[config.mk]
export PLATFORM = sky130hd
export DESIGN_NAME = ram_arbiter
export DESIGN_NICKNAME = d
export VERILOG_FILES = /design/src/rtl/ram_arbiter.sv
export SDC_FILE = /design/constraint.sdc
export NUM_CORES = 1
export LEC_CHECK = 0
export BUFFER_PORTS_ARGS = -buffer_cell sky130_fd_sc_hd__buf_2
export CAP_MARGIN = 20
export CORE_UTILIZATION = 43
export CTS_CLUSTER_DIAMETER = 40
export DETAILED_ROUTE_END_ITERATION = 10
export PLACE_DENSITY = 0.86
export SLEW_MARGIN = 25
export SYNTH_ARGS = -nofsm -noshare
export SYNTH_HDL_FRONTEND = slang
export SYNTH_SLANG_ARGS = --single-unit
export TNS_END_PERCENT = 30
[constraint.sdc]
create_clock -name clk -period 5.1 [get_ports clk]
set_input_delay 1.02 -clock clk [delete_from_list [all_inputs] [get_ports clk]]
set_output_delay 1.02 -clock clk [all_outputs]
set_load 0.01 [all_outputs]
[src/rtl/ram_arbiter.sv]
// Two-port (instruction fetch / data) arbiter in front of a single-ported RAM with fixed read latency.
// Define RAM_ARB_ROUND_ROBIN_EN for round-robin arbitration; otherwise port 1 has fixed priority.
module ram_arbiter #(
   parameter int RD_LATENCY = 1
) (
   input  logic        clk,
   input  logic        rst,
   input  logic        m0_req,
   input  logic [31:0] m0_addr,
   output logic        m0_ack,
   output logic [31:0] m0_rdata,
   output logic        m0_err,
   input  logic        m1_req,
   input  logic        m1_we,
   input  logic [31:0] m1_addr,
   input  logic [31:0] m1_wdata,
   output logic        m1_ack,
   output logic [31:0] m1_rdata,
   output logic        m1_err,
   output logic [31:0] mem_addr,
   output logic        mem_re,
   output logic        mem_we,
   output logic [31:0] mem_wdata,
   input  logic [31:0] mem_rdata,
   output logic        busy
);

   localparam logic [3:0] WAIT_LOAD = 4'(RD_LATENCY - 1);

   typedef enum logic [1:0] {IDLE, ACCESS, WAIT, DONE} state_t;

   state_t      state;
   logic [3:0]  cnt;
   logic        gnt;
   logic        wr;
   logic        any_req;
   logic        pick1;
   logic        sel_we;
   logic [31:0] sel_addr;
   logic        misaligned;

`ifdef RAM_ARB_ROUND_ROBIN_EN
   logic        last;
`endif

   always_comb begin
      any_req = m0_req | m1_req;
`ifdef RAM_ARB_ROUND_ROBIN_EN
      // On contention the port that was not granted last wins.
      pick1 = m1_req & (~m0_req | ~last);
`else
      pick1 = m1_req;
`endif
      sel_addr   = pick1 ? m1_addr : m0_addr;
      sel_we     = pick1 & m1_we;
      misaligned = (sel_addr[1:0] != 2'b00);
   end

   assign busy = (state != IDLE);

   always_ff @(posedge clk or posedge rst) begin
      if (rst) begin
         state     <= IDLE;
         cnt       <= '0;
         gnt       <= 1'b0;
         wr        <= 1'b0;
         mem_addr  <= '0;
         mem_re    <= 1'b0;
         mem_we    <= 1'b0;
         mem_wdata <= '0;
         m0_ack    <= 1'b0;
         m0_rdata  <= '0;
         m0_err    <= 1'b0;
         m1_ack    <= 1'b0;
         m1_rdata  <= '0;
         m1_err    <= 1'b0;
`ifdef RAM_ARB_ROUND_ROBIN_EN
         last      <= 1'b1;
`endif
      end else begin
         case (state)
            IDLE: begin
               if (any_req) begin
                  gnt <= pick1;
                  wr  <= sel_we;
`ifdef RAM_ARB_ROUND_ROBIN_EN
                  last <= pick1;
`endif
                  if (misaligned) begin
                     // Error completes without ever touching the RAM.
                     state  <= DONE;
                     m0_ack <= ~pick1;
                     m0_err <= ~pick1;
                     m1_ack <= pick1;
                     m1_err <= pick1;
                  end else begin
                     state     <= ACCESS;
                     mem_addr  <= sel_addr;
                     mem_wdata <= pick1 ? m1_wdata : '0;
                     mem_we    <= sel_we;
                     mem_re    <= ~sel_we;
                  end
               end
            end
            ACCESS: begin
               if (wr) begin
                  state  <= DONE;
                  mem_we <= 1'b0;
                  m0_ack <= ~gnt;
                  m1_ack <= gnt;
               end else begin
                  state <= WAIT;
                  cnt   <= WAIT_LOAD;
               end
            end
            WAIT: begin
               if (cnt == 4'd0) begin
                  state    <= DONE;
                  mem_re   <= 1'b0;
                  m0_ack   <= ~gnt;
                  m1_ack   <= gnt;
                  m0_rdata <= gnt ? '0 : mem_rdata;
                  m1_rdata <= gnt ? mem_rdata : '0;
               end else begin
                  cnt <= cnt - 4'd1;
               end
            end
            DONE: begin
               state    <= IDLE;
               m0_ack   <= 1'b0;
               m0_err   <= 1'b0;
               m0_rdata <= '0;
               m1_ack   <= 1'b0;
               m1_err   <= 1'b0;
               m1_rdata <= '0;
            end
            default: state <= IDLE;
         endcase
      end
   end

endmodule
Word-level counts from Yosys, hierarchy flattened
Cells that the tools add are included.
{ "op_classes": {"n_bitwise": 6, "add_sub_neg": 1, "reduce_logical": 18, "mux": 36, "n_eq_ne": 10} }
{ "ops": {"columns": ["cell", "n"], "rows": [
  ["two-way mux 32 bit", 6],
  ["case mux 32 bit (2 select lines)", 2],
  ["two-way mux 1 bit", 15],
  ["!= test 2 bit (second input constant)", 7],
  ["nonzero test 2 bit", 7],
  ["AND reduction 4 bit", 3],
  ["AND reduction 3 bit", 3],
  ["two-way mux 4 bit", 2],
  ["case mux 1 bit (2 select lines)", 4],
  ["case mux 1 bit (4 select lines)", 2],
  ["case mux 2 bit (4 select lines)", 1],
  ["case mux 4 bit (2 select lines)", 1],
  ["two-way mux 2 bit", 3],
  ["AND reduction 2 bit", 3],
  ["== test 2 bit (second input constant)", 2],
  ["logical NOT 4 bit", 1],
  ["NOT 1 bit", 4],
  ["subtractor 4 x 1 -> 4 bit (second input constant)", 1],
  ["== test 2 x 1 -> 1 bit (second input constant)", 1],
  ["logical NOT 2 bit", 1],
  ["AND 1 bit", 1],
  ["bitwise OR 1 bit", 1]
]} }
{ "totals": {"regBits": 142, "input_bits": 133} }

Longest topological paths before layout
Gate-level depths: netlist (run 1).
{ "depth": {"word_depth": 5, "depth_mapped": 9, "depth_no_buf": 6} }

Worst setup path after synthesis (run 1)
OpenSTA, ideal clock, no wires.
{ "synth_timing": {"path_type": "input to register", "from": "input m1_req", "to": "register m0_ack", "t_arrival_ns": 2.105, "cell_stages": 5, "setup_time_ns": 0.128, "path_buffers": 1, "slack_ns": 2.868, "cell_sequence": "buf_4 > or3b_1 > o21a_1 > nand3_1 > mux2_1"} }
{ "synth_between": {"elab_chain_cells": 4, "word_cells_on_any_way": 10} }
{ "synth_rtl": {"columns": ["element", "line", "source"], "rows": [
  ["start: declaration", "13", "input logic m1_req,"],
  ["two-way mux 32 bit / NOT 1 bit (equally long branches)", "54, 92", null],
  ["nonzero test 2 bit / two-way mux 1 bit (equally long branches)", "56, 89", null],
  ["!= test 2 bit (no line) / two-way mux 1 bit (equally long branches)", null, null],
  ["AND reduction 4 bit (no line) / case mux 1 bit (4 select lines) (equally long branches)", null, null],
  ["end signal: assignment", "92", "m0_ack <= ~pick1;"],
  ["end signal: assignment", "109", "m0_ack <= ~gnt;"],
  ["end signal: assignment", "120", "m0_ack <= ~gnt;"],
  ["end: declaration", "10", "output logic m0_ack,"]
]} }
Parallel ways exist; a longest one is shown, timed or not. The select of a mux whose other input is x is not followed.
A chain may end at the register's enable or synchronous reset.

Worst setup path in the final report (run 1)
{ "layout_timing": {"from": "register state[0]", "to": "register mem_addr[6]"} }
{ "layout_between": {"elab_chain_cells": 2} }
{ "layout_rtl": {"columns": ["element", "line", "source"], "rows": [
  ["start: declaration", "32", "state_t state;"],
  ["start signal: assignment", "63", "state <= IDLE;"],
  ["start signal: assignment", "91", "state <= DONE;"],
  ["start signal: assignment", "97", "state <= ACCESS;"],
  ["logical NOT 2 bit", "81", "case (state)"],
  ["AND reduction 3 bit (no line)", null, null],
  ["end signal: assignment", "98", "mem_addr <= sel_addr;"],
  ["end: declaration", "20", "output logic [31:0] mem_addr,"]
]} }
No other way between the ends.

==> results of run 1 <==
## cell type report
class                   count  area, sq um  share of cell area [%]
inverters                  10         42.5                   0.530
flip-flops and latches    142         3550                    44.3
multi-input cells         391         2220                    27.7
clock buffers              21          450                    5.61
clock inverters            10          139                    1.73
repair buffers            275         1400                    17.4
well taps                 176          220                    2.74
## worst max-delay path, delay by kind of cell, from the launching register on
kind	cells	cell delay [ns]
buffers and inverters	3	0.93
AND/OR/NAND/NOR	2	0.50
flip-flops	1	0.42
adder cells (fa/ha/maj)	1	0.42
AO/OA/AOI/OAI	2	0.33
## flip-flops by register name, summed over array words and instances, names as in the netlist, 2 cells and up
| name | cells |
|---|---|
| m0_rdata | 32 |
| cnt | 4 |
| mem_addr | 32 |
| m1_rdata | 32 |
| state | 2 |
| mem_wdata | 32 |
## cell usage after synthesis
master | instances | area (sq um)
sky130_fd_sc_hd__nand3_1 | 3 | 15.0
sky130_fd_sc_hd__mux2_1 | 2 | 22.5
sky130_fd_sc_hd__inv_1 | 10 | 37.5
sky130_fd_sc_hd__o21a_1 | 1 | 7.51
sky130_fd_sc_hd__buf_2 | 7 | 35.0
sky130_fd_sc_hd__o211ai_1 | 1 | 7.51
sky130_fd_sc_hd__a32oi_1 | 1 | 8.76
sky130_fd_sc_hd__o22ai_1 | 2 | 12.5
sky130_fd_sc_hd__nand2b_1 | 3 | 18.8
sky130_fd_sc_hd__and2_1 | 2 | 12.5
sky130_fd_sc_hd__a2bb2oi_1 | 3 | 26.3
sky130_fd_sc_hd__buf_4 | 4 | 30.0
sky130_fd_sc_hd__clkbuf_1 | 23 | 86.3
sky130_fd_sc_hd__a31oi_1 | 1 | 6.26
sky130_fd_sc_hd__mux2i_1 | 32 | 320
sky130_fd_sc_hd__nand2_1 | 167 | 627
sky130_fd_sc_hd__a21oi_1 | 6 | 30.0
sky130_fd_sc_hd__nor3b_2 | 1 | 12.5
sky130_fd_sc_hd__a21boi_0 | 1 | 7.51
sky130_fd_sc_hd__buf_1 | 2 | 7.51
sky130_fd_sc_hd__ha_1 | 6 | 75.1
sky130_fd_sc_hd__nor3_1 | 3 | 15.0
sky130_fd_sc_hd__a32o_1 | 1 | 10.0
sky130_fd_sc_hd__nor4bb_1 | 1 | 10.0
sky130_fd_sc_hd__a22oi_1 | 1 | 7.51
sky130_fd_sc_hd__o22ai_2 | 1 | 12.5
sky130_fd_sc_hd__a221o_1 | 1 | 10.0
sky130_fd_sc_hd__nor4b_2 | 1 | 15.0
sky130_fd_sc_hd__o2bb2ai_1 | 2 | 17.5
sky130_fd_sc_hd__dfrtp_1 | 142 | 3550
sky130_fd_sc_hd__a22o_1 | 35 | 307
sky130_fd_sc_hd__nor2b_1 | 1 | 6.26
sky130_fd_sc_hd__nor4b_1 | 1 | 8.76
sky130_fd_sc_hd__buf_6 | 5 | 56.3
sky130_fd_sc_hd__o21ai_0 | 99 | 495
sky130_fd_sc_hd__or3b_1 | 1 | 8.76
sky130_fd_sc_hd__o21ai_1 | 4 | 20.0
sky130_fd_sc_hd__nor2_1 | 6 | 22.5
sky130_fd_sc_hd__a21o_1 | 1 | 7.51
## per-layer routing
metal | part of all wire [%] | vias to the layer above | track usage, %
met5 | 0 | - | 0
met4 | 1.7 | 0 | 8.59
met3 | 7.6 | 21 | 6.37
met2 | 49 | 235 | 35.7
met1 | 42 | 2405 | 27.0
li1 | - | 2503 | -
## power breakdown
part / leakage, nW / total [mW] / internal [mW] / switching, mW
Sequential: 1.85 / 1.75 / 1.52 / 0.222
Clock: 0.276 / 1.23 / 0.779 / 0.455
Combinational: 2.17 / 1.71 / 0.654 / 1.05
Total: 4.30 / 4.69 / 2.96 / 1.73
## kinds of logic (layout without fill, tap and decap cells)
family | Yosys count | count (layout) | share of synthesized area, %
buffers and inverters | 51 | 316 | 4.22
flip-flops | 142 | 142 | 59.3
multiplexers | 34 | 34 | 5.72
adder cells (fa/ha/maj) | 6 | 6 | 1.25
AND/OR/NAND/NOR | 190 | 190 | 12.9
AO/OA/AOI/OAI | 161 | 161 | 16.6
## per-stage QoR
stage	std cells	power [mW]	hold WS (ns)	util (%)
final	1025	4.69	0.472	59.9
after global routing	1025	5.00	0.493	59.9
after CTS	1025	4.73	0.477	59.9
after detailed placement	994	3.48	0.465	55.5
after global placement	994	3.41	0.456	55.5
after floorplan	584	2.80	0.495	-
## path summary, 6_finish.rpt
check | from | end | slack [ns]
max in group asynchronous | rst | mem_wdata[20] | 3.46
max reg2reg | state[0] | mem_addr[6] | 2.31
min | m1_rdata[7] | m1_rdata[7] | 0.47
max | state[0] | mem_addr[6] | 2.31
min in group asynchronous | rst | mem_wdata[3] | 0.67
min reg2reg | m1_rdata[7] | m1_rdata[7] | 0.47
==> flow_metrics.env, run 1 <==
export IMPL_yosys_register_bits=142
export IMPL_finalWeightedCongestion=0.855
export IMPL_crit_path_end_kind="flip-flop"
export IMPL_cts_hold_fix_buffers=0
export IMPL_vias_per_cell=5.04
export IMPL_fp_dieH_um=120
export IMPL_clockRootBuffer="sky130_fd_sc_hd__clkbuf_16"
export IMPL_drt_pre_antenna_iters=5
export IMPL_place_port_buffers=267
export IMPL_nNetsFinal=976
export IMPL_cp_cell_sequence="inv_1 -> ha_1 -> nor4bb_4 -> buf_4 -> o22ai_4 -> buf_4 -> nand2_1 -> o21ai_0"
export IMPL_worst_hold_path_cell_count=2
export IMPL_slew_viol_final=0
export IMPL_finClkSkew_ns=0.00466
export IMPL_power_density_cell_area_nw_per_um2=584
export IMPL_wire_per_inst_um=14.9
export IMPL_die_x_um=120
export IMPL_die_area_sq_um=14400
export IMPL_antenna_cells=0
export IMPL_placeableCoreArea_sq_um=13400
export IMPL_route_detailed_drc=0
export IMPL_peakVddDrop_mv=0.368
export IMPL_worst_ep_arrival_time_ns=3.05
export IMPL_cts_max_level=4
export IMPL_reg2regPathDepth=8
export IMPL_area_growth_synth_to_final_pct=34.1
export IMPL_layout_filler_cells=1135
export IMPL_crit_type="flip-flop to flip-flop"
export IMPL_drive_above_1_share_pct=36.6
export IMPL_layout_worst_path_cycle_share_pct=54.8
export IMPL_fin_setup_tns_ns=0
export IMPL_postCtsSetupBuffers=0
export IMPL_max_slew_margin_rel_pct=49.6
export IMPL_placed_cell_areas_sq_um=7440
export IMPL_tritoncts_num_sinks=142
export IMPL_netlist_cell_type_count=39
export IMPL_fin_ws_ns=2.31
export IMPL_hpwlAfterDp_mm=11.2
export IMPL_io_pin_count=268
export IMPL_insertion_delay_ns=0.41
export IMPL_postLayoutCellArea_sq_um=8030
export IMPL_start_kind="flip-flop"
export IMPL_start_util_pct=44.7
export IMPL_number_of_antenna_violations_at_the_first_check_in_global_routing=0
export IMPL_required_arrival_time_at_the_worst_endpoint_ns=5.36
export IMPL_postSynthAreaPerCell_sq_um=10.3
export IMPL_postRouteAntennaNets=0
export IMPL_grt_start_max_net_pins=129
export IMPL_synth_warning_count=0
export IMPL_final_hold_viol_count=0
export IMPL_fmaxAchievable_mhz=358
export IMPL_fp_row_count=42
export IMPL_max_capacitance_violation_count=0
export IMPL_cts_made_buffers=17
export IMPL_vias_in_the_first_global_route=4927
export IMPL_synth_seq_area_share_pct=59.3
export IMPL_critPathMaxStageDelay_ns=0.42
export IMPL_vias=5164
export IMPL_wire_length_of_the_first_global_routing_pass_mm=24.3
export IMPL_mostFrequentLayoutCell="sky130_fd_sc_hd__buf_2"
export IMPL_global_route_usage_total_pct=21.8
export IMPL_syn_inst=584
export IMPL_holdCritPathClass="flip-flop to flip-flop"
export IMPL_worst_case_clock_buffer_depth=2
export IMPL_place_ws_ns=1.90
export IMPL_cts_resized=0
export IMPL_cts_tree="done"
export IMPL_layout_cells_most_common_list="sky130_fd_sc_hd__buf_2 (267), sky130_fd_sc_hd__nand2_1 (167), sky130_fd_sc_hd__dfrtp_1 (142)"
export IMPL_worst_slew_pin_slew_ns=0.755
export IMPL_finalSetupViolCount=0
export IMPL_timing_critical_path_mode_cell="sky130_fd_sc_hd__buf_4"
export IMPL_grt_setup_unrepaired="no"
export IMPL_outcome="finished, final reports clean"
export IMPL_mappedNetlistNets=723
export IMPL_critical_path_slowest_cell="sky130_fd_sc_hd__dfrtp_1"
export IMPL_critical_path_peak_fanout=74
export IMPL_static_leakage_power_nw=4.30
export IMPL_mappedNetlistArea_sq_um=5990
export IMPL_initialDrtViolationCount=266
export IMPL_grt_overflow=0
export IMPL_worst_setup_hold_path_clk_slew_ns=0.06
export IMPL_wirelength_mm=15.3
export IMPL_final_worst_path_period_need_ns=2.79
No activity file was read; power rests on OpenSTA's default activity.
==> inputs of run 2 (changes only) <==
==> constraint.sdc (replaced) <==
create_clock -name clk -period 2.3 [get_ports clk]
set_input_delay 0.46 -clock clk [delete_from_list [all_inputs] [get_ports clk]]
set_output_delay 0.46 -clock clk [all_outputs]
set_load 0.01 [all_outputs]
==> flow_metrics.env, run 2 (synthesized netlist as in run 1, its figures left out) <==
export IMPL_initialDrtViolationCount=341
export IMPL_worst_slew_pin_slew_ns=0.722
export IMPL_vias=5196
export IMPL_layout_filler_cells=1116
export IMPL_route_detailed_drc=0
export IMPL_outcome="finished, final reports clean"
export IMPL_drive_above_1_share_pct=37.1
export IMPL_final_worst_path_period_need_ns=2.10
export IMPL_fmaxAchievable_mhz=477
export IMPL_vias_in_the_first_global_route=5012
export IMPL_worst_case_clock_buffer_depth=2
export IMPL_place_port_buffers=267
export IMPL_postRouteAntennaNets=0
export IMPL_antenna_cells=0
export IMPL_cts_made_buffers=17
export IMPL_drt_pre_antenna_iters=4
export IMPL_die_area_sq_um=14400
export IMPL_finClkSkew_ns=0.00734
export IMPL_required_arrival_time_at_the_worst_endpoint_ns=2.60
export IMPL_cts_max_level=4
export IMPL_placeableCoreArea_sq_um=13400
export IMPL_global_route_usage_total_pct=22.2
export IMPL_slew_viol_final=0
export IMPL_timing_reg2reg_setup_slack_ns=0.20
export IMPL_power_density_cell_area_nw_per_um2=1300
export IMPL_dpl_cell_count=997
export IMPL_crit_path_end_kind="flip-flop"
export IMPL_cp_cell_sequence="inv_1 -> ha_2 -> nor4bb_4 -> o22ai_4 -> buf_12 -> a22o_1"
export IMPL_worst_ep_arrival_time_ns=2.40
export IMPL_finalWeightedCongestion=0.841
export IMPL_layout_cells_most_common_list="sky130_fd_sc_hd__buf_2 (267), sky130_fd_sc_hd__nand2_1 (167), sky130_fd_sc_hd__dfrtp_1 (142)"
export IMPL_worst_hold_path_cell_count=2
export IMPL_wire_per_inst_um=15.2
export IMPL_number_of_antenna_violations_at_the_first_check_in_global_routing=0
export IMPL_final_hold_viol_count=0
export IMPL_max_capacitance_violation_count=0
export IMPL_grt_overflow=0
export IMPL_critPathTopFamily="simple AND/OR/NAND/NOR gates"
export IMPL_vias_per_cell=5.05
export IMPL_wirelength_mm=15.6
export IMPL_worst_hold_startpoint="m1_wdata[30]"
export IMPL_fin_setup_tns_ns=0
export IMPL_worstSetupPathDepth=6
export IMPL_critical_path_peak_fanout=94
export IMPL_nNetsFinal=979
export IMPL_critical_path_slowest_cell="sky130_fd_sc_hd__nor4bb_4"
export IMPL_wire_length_of_the_first_global_routing_pass_mm=24.8
export IMPL_max_slew_margin_rel_pct=51.9
export IMPL_grt_setup_unrepaired="no"
export IMPL_static_leakage_power_nw=4.32
export IMPL_cts_hold_fix_buffers=0
export IMPL_crit_buf_inv=2
export IMPL_io_pin_count=268
export IMPL_insertion_delay_ns=0.42
export IMPL_mostFrequentLayoutCell="sky130_fd_sc_hd__buf_2"
export IMPL_worst_r2r_endpoint="mem_wdata[7]"
export IMPL_crit_type="flip-flop to flip-flop"
export IMPL_critPathMaxStageDelay_ns=0.46
export IMPL_start_util_pct=44.7
export IMPL_start_kind="flip-flop"
export IMPL_worst_setup_hold_path_clk_slew_ns=0.06
export IMPL_holdCritPathClass="input pin to flip-flop"
export IMPL_fp_dieH_um=120
export IMPL_critical_path_reg2reg_startpoint="state[0]"
export IMPL_clockRootBuffer="sky130_fd_sc_hd__clkbuf_16"
export IMPL_tritoncts_num_sinks=142
export IMPL_area_growth_synth_to_final_pct=35.0
export IMPL_post_layout_power_mw=10.5
export IMPL_cts_tree="done"
export IMPL_fp_row_count=42
export IMPL_instances_no_fill=1028
export IMPL_finalSetupViolCount=0
export IMPL_die_x_um=120
export IMPL_reg2regPathDepth=6
export IMPL_hpwlAfterDp_mm=11.1
export IMPL_peakVddDrop_mv=0.548
export IMPL_worstHoldEndpoint="mem_wdata[30]"
export IMPL_layout_worst_path_cycle_share_pct=91.2
export IMPL_grt_start_max_net_pins=143
[run 2: changes by cell type in the layout (fill, tap and decap cells not counted)]
cell | previous run | this run
sky130_fd_sc_hd__buf_12 | 0 | 4
sky130_fd_sc_hd__buf_6 | 1 | 0
sky130_fd_sc_hd__bufinv_16 | 3 | 2
sky130_fd_sc_hd__clkbuf_1 | 3 | 2
sky130_fd_sc_hd__clkbuf_8 | 1 | 2
sky130_fd_sc_hd__clkinv_2 | 2 | 3
sky130_fd_sc_hd__clkinvlp_4 | 4 | 5
sky130_fd_sc_hd__ha_1 | 6 | 5
sky130_fd_sc_hd__ha_2 | 0 | 1
sky130_fd_sc_hd__inv_6 | 2 | 1
[run 2: per-stage QoR]
step / instance area [sq um] / hold WS [ns] / utilization, % / setup slack, ns
after global routing: 8080 / 0.256 / 60.3 / 0.0420
after detailed placement: 7510 / 0.465 / 56.0 / 0.140
final: 8080 / 0.263 / 60.3 / 0.202
after global placement: 7510 / 0.456 / 56.0 / 0.231
after floorplan: 5990 / 0.495 / - / 0.0629
after CTS: 8080 / 0.247 / 60.3 / 0.0972
[run 2: per-layer routing]
metal / vias to the layer above / part of all wire, % / GRT usage, %
li1: 2511 / - / -
met1: 2435 / 42 / 27.0
met2: 225 / 49 / 37.2
met3: 25 / 7.4 / 5.70
met4: 0 / 2.2 / 9.77
met5: - / 0 / 0
[run 2: cell type report]
type / count / area, sq um / share of cell area [%]
clock inverters: 10 / 114 / 1.41
repair buffers: 278 / 1470 / 18.2
flip-flops and latches: 142 / 3550 / 44.0
well taps: 176 / 220 / 2.72
multi-input cells: 391 / 2230 / 27.5
clock buffers: 21 / 460 / 5.70
inverters: 10 / 41.3 / 0.511
[run 2: worst max path at each step]
stage,from,endpoint,slack [ns]
global placement,state[0],m1_ack,0.23
CTS,state[0],m1_ack,0.1
detailed placement,state[0],mem_addr[10],0.14
floorplan,rst,cnt[0],0.06
finish,state[0],mem_wdata[7],0.20
global route,state[0],mem_addr[7],0.04
[run 2: what timing repair did]
action,in CTS,in global routing
resized for setup,0,1
endpoints found under the setup margin,0,65
buffers inserted,0,0
[run 2: power by group]
| part | internal [mW] | switching (mW) | total [mW] |
|---|---|---|---|
| sequential | 3.38 | 0.476 | 3.86 |
| combinational | 1.58 | 2.40 | 3.97 |
| clock | 1.64 | 1.02 | 2.66 |
| total | 6.60 | 3.89 | 10.5 |
==> inputs of run 3 (changes only) <==
--- a/config.mk
+++ b/config.mk
@@ -7,10 +7,10 @@
 export LEC_CHECK = 0
 export BUFFER_PORTS_ARGS = -buffer_cell sky130_fd_sc_hd__buf_2
 export CAP_MARGIN = 20
-export CORE_UTILIZATION = 43
+export CORE_UTILIZATION = 47
 export CTS_CLUSTER_DIAMETER = 40
 export DETAILED_ROUTE_END_ITERATION = 10
-export PLACE_DENSITY = 0.86
+export PLACE_DENSITY = 0.89
 export SLEW_MARGIN = 25
 export SYNTH_ARGS = -nofsm -noshare
 export SYNTH_HDL_FRONTEND = slang
==> constraint.sdc (replaced) <==
create_clock -name clk -period 2.35 [get_ports clk]
set_input_delay 0.47 -clock clk [delete_from_list [all_inputs] [get_ports clk]]
set_output_delay 0.47 -clock clk [all_outputs]
set_load 0.01 [all_outputs]
==> flow_metrics.env, run 3 (synthesized netlist as in run 1, its figures left out) <==
export IMPL_clock_network_fraction_of_total_power_pct=23.0
export IMPL_finalHoldWorstSlack_ns=0.282
export IMPL_wire_per_inst_um=15.5
export IMPL_clockRootBuffer="sky130_fd_sc_hd__clkbuf_16"
export IMPL_finalWeightedCongestion=0.874
export IMPL_worst_slew_pin_slew_ns=0.726
export IMPL_layout_worst_path_cycle_share_pct=91.5
export IMPL_drt_pre_antenna_iters=7
export IMPL_power_switching_fraction_pct=38.0
export IMPL_antenna_cells=0
export IMPL_final_hold_viol_count=0
export IMPL_io_pin_count=268
export IMPL_crit_type="flip-flop to flip-flop"
export IMPL_die_area_sq_um=13200
export IMPL_grt_most_used_layer="met2"
export IMPL_drive_above_1_share_pct=36.6
export IMPL_crit_buf_inv=2
export IMPL_vias_in_the_first_global_route=4768
export IMPL_placeableCoreArea_sq_um=12200
export IMPL_postRouteAntennaNets=0
export IMPL_global_route_usage_total_pct=24.1
export IMPL_finClkSkew_ns=0.00680
export IMPL_post_layout_power_mw=9.89
export IMPL_area_growth_synth_to_final_pct=33.0
export IMPL_holdCritPathClass="input pin to flip-flop"
export IMPL_gr_usage_met2_pct=41.0
export IMPL_final_worst_path_period_need_ns=2.15
export IMPL_placed_cell_areas_sq_um=7470
export IMPL_critical_path_reg2reg_startpoint="state[0]"
export IMPL_number_of_antenna_violations_at_the_first_check_in_global_routing=0
export IMPL_combPwrFrac_pct=38.8
export IMPL_worst_setup_hold_path_clk_slew_ns=0.06
export IMPL_layout_core_utilization_pct=65.2
export IMPL_die_x_um=115
export IMPL_cts_made_buffers=17
export IMPL_fp_row_count=40
export IMPL_crit_path_end_kind="flip-flop"
export IMPL_cts_hold_fix_buffers=0
export IMPL_p_switching_mw=3.76
export IMPL_max_slew_margin_rel_pct=51.6
export IMPL_max_capacitance_violation_count=0
export IMPL_finalSetupViolCount=0
export IMPL_critPathMaxStageDelay_ns=0.48
export IMPL_sequentialPowerShare_pct=38.2
export IMPL_grt_setup_unrepaired="no"
export IMPL_nNetsFinal=977
export IMPL_dpl_cell_count=987
export IMPL_cts_tree="done"
export IMPL_critPathTopFamily="simple AND/OR/NAND/NOR gates"
export IMPL_worst_hold_startpoint="m1_wdata[30]"
export IMPL_insertion_delay_ns=0.41
export IMPL_grt_overflow=0
export IMPL_hpwlAfterDp_mm=11.4
export IMPL_static_leakage_power_nw=4.27
export IMPL_start_util_pct=49.0
export IMPL_wire_length_of_the_first_global_routing_pass_mm=24.0
export IMPL_cts_max_level=4
export IMPL_instances_no_fill=1015
export IMPL_fp_dieH_um=115
export IMPL_worst_ep_arrival_time_ns=2.45
export IMPL_fmaxAchievable_mhz=465
export IMPL_place_port_buffers=267
export IMPL_cp_cell_sequence="inv_1 -> ha_2 -> nor4bb_4 -> o22ai_4 -> buf_12 -> o21ai_0"
export IMPL_wirelength_mm=15.7
export IMPL_place_ws_ns=0.119
export IMPL_global_route_usage_met3_pct=7.06
export IMPL_start_kind="flip-flop"
export IMPL_outcome="finished, final reports clean"
export IMPL_tritoncts_num_sinks=142
export IMPL_internal_power_mw=6.13
export IMPL_fin_setup_tns_ns=0
export IMPL_slew_viol_final=0
export IMPL_postLayoutCellArea_sq_um=7970
export IMPL_met1_demand_to_capacity_share_in_global_routing_pct=28.7
export IMPL_required_arrival_time_at_the_worst_endpoint_ns=2.65
export IMPL_grt_start_max_net_pins=143
export IMPL_peakVddDrop_mv=0.544
export IMPL_layout_cells_most_common_list="sky130_fd_sc_hd__buf_2 (267), sky130_fd_sc_hd__nand2_1 (167), sky130_fd_sc_hd__dfrtp_1 (142)"
export IMPL_mostFrequentLayoutCell="sky130_fd_sc_hd__buf_2"
export IMPL_postCtsSetupBuffers=0
export IMPL_route_detailed_drc=0
export IMPL_worst_case_clock_buffer_depth=2
export IMPL_cts_resized=0
export IMPL_power_density_cell_area_nw_per_um2=1240
export IMPL_initialDrtViolationCount=412
export IMPL_vias_per_cell=5.05
export IMPL_critical_path_slowest_cell="sky130_fd_sc_hd__nor4bb_4"
export IMPL_vias=5121
export IMPL_fin_ws_ns=0.200
export IMPL_timing_critical_path_from="state[0]"
export IMPL_critical_path_peak_fanout=94
## run 3: final cells by class
type	instances	area [sq um]
fillers	973	4240
flip-flops and latches	142	3550
multi-input cells	391	2230
repair buffers	276	1440
clock buffers	21	450
well taps	168	210
clock inverters	7	45.0
inverters	10	41.3
## run 3: final timing paths
| kind | end | slack [ns] | depth (start not counted) |
|---|---|---|---|
| min reg2reg | m0_rdata[20] | 0.47 | 2 |
| max reg2reg | mem_addr[4] | 0.20 | 6 |
| min | mem_wdata[30] | 0.28 | 2 |
| max | mem_addr[4] | 0.20 | 6 |
| max in group asynchronous | m1_ack | 1.54 | 3 |
| min in group asynchronous | m0_rdata[16] | 0.30 | 3 |
## run 3: worst register-to-register path: stages (launching register included)
cell,delay [ns]
sky130_fd_sc_hd__dfrtp_1,0.42
sky130_fd_sc_hd__inv_1,0.15
sky130_fd_sc_hd__ha_2,0.32
sky130_fd_sc_hd__nor4bb_4,0.48
sky130_fd_sc_hd__o22ai_4,0.14
sky130_fd_sc_hd__buf_12,0.23
sky130_fd_sc_hd__o21ai_0,0.31
## run 3: routing by layer
metal / vias up / wire (um)
li1: 2504 / -
met4: 0 / 272
met1: 2355 / 6280
met3: 20 / 1270
met2: 242 / 7900
met5: - / 0
## run 3: power groups by stage
stage / clock [mW] / combinational (mW) / sequential (mW)
2_1_floorplan: 0 / 1.92 / 4.15
3_5_place_dp: 0 / 3.85 / 3.79
4_1_cts: 2.33 / 3.86 / 3.77
5_1_grt: 2.43 / 4.26 / 3.87
6_report: 2.27 / 3.84 / 3.77
3_3_place_gp: 0 / 3.71 / 3.76
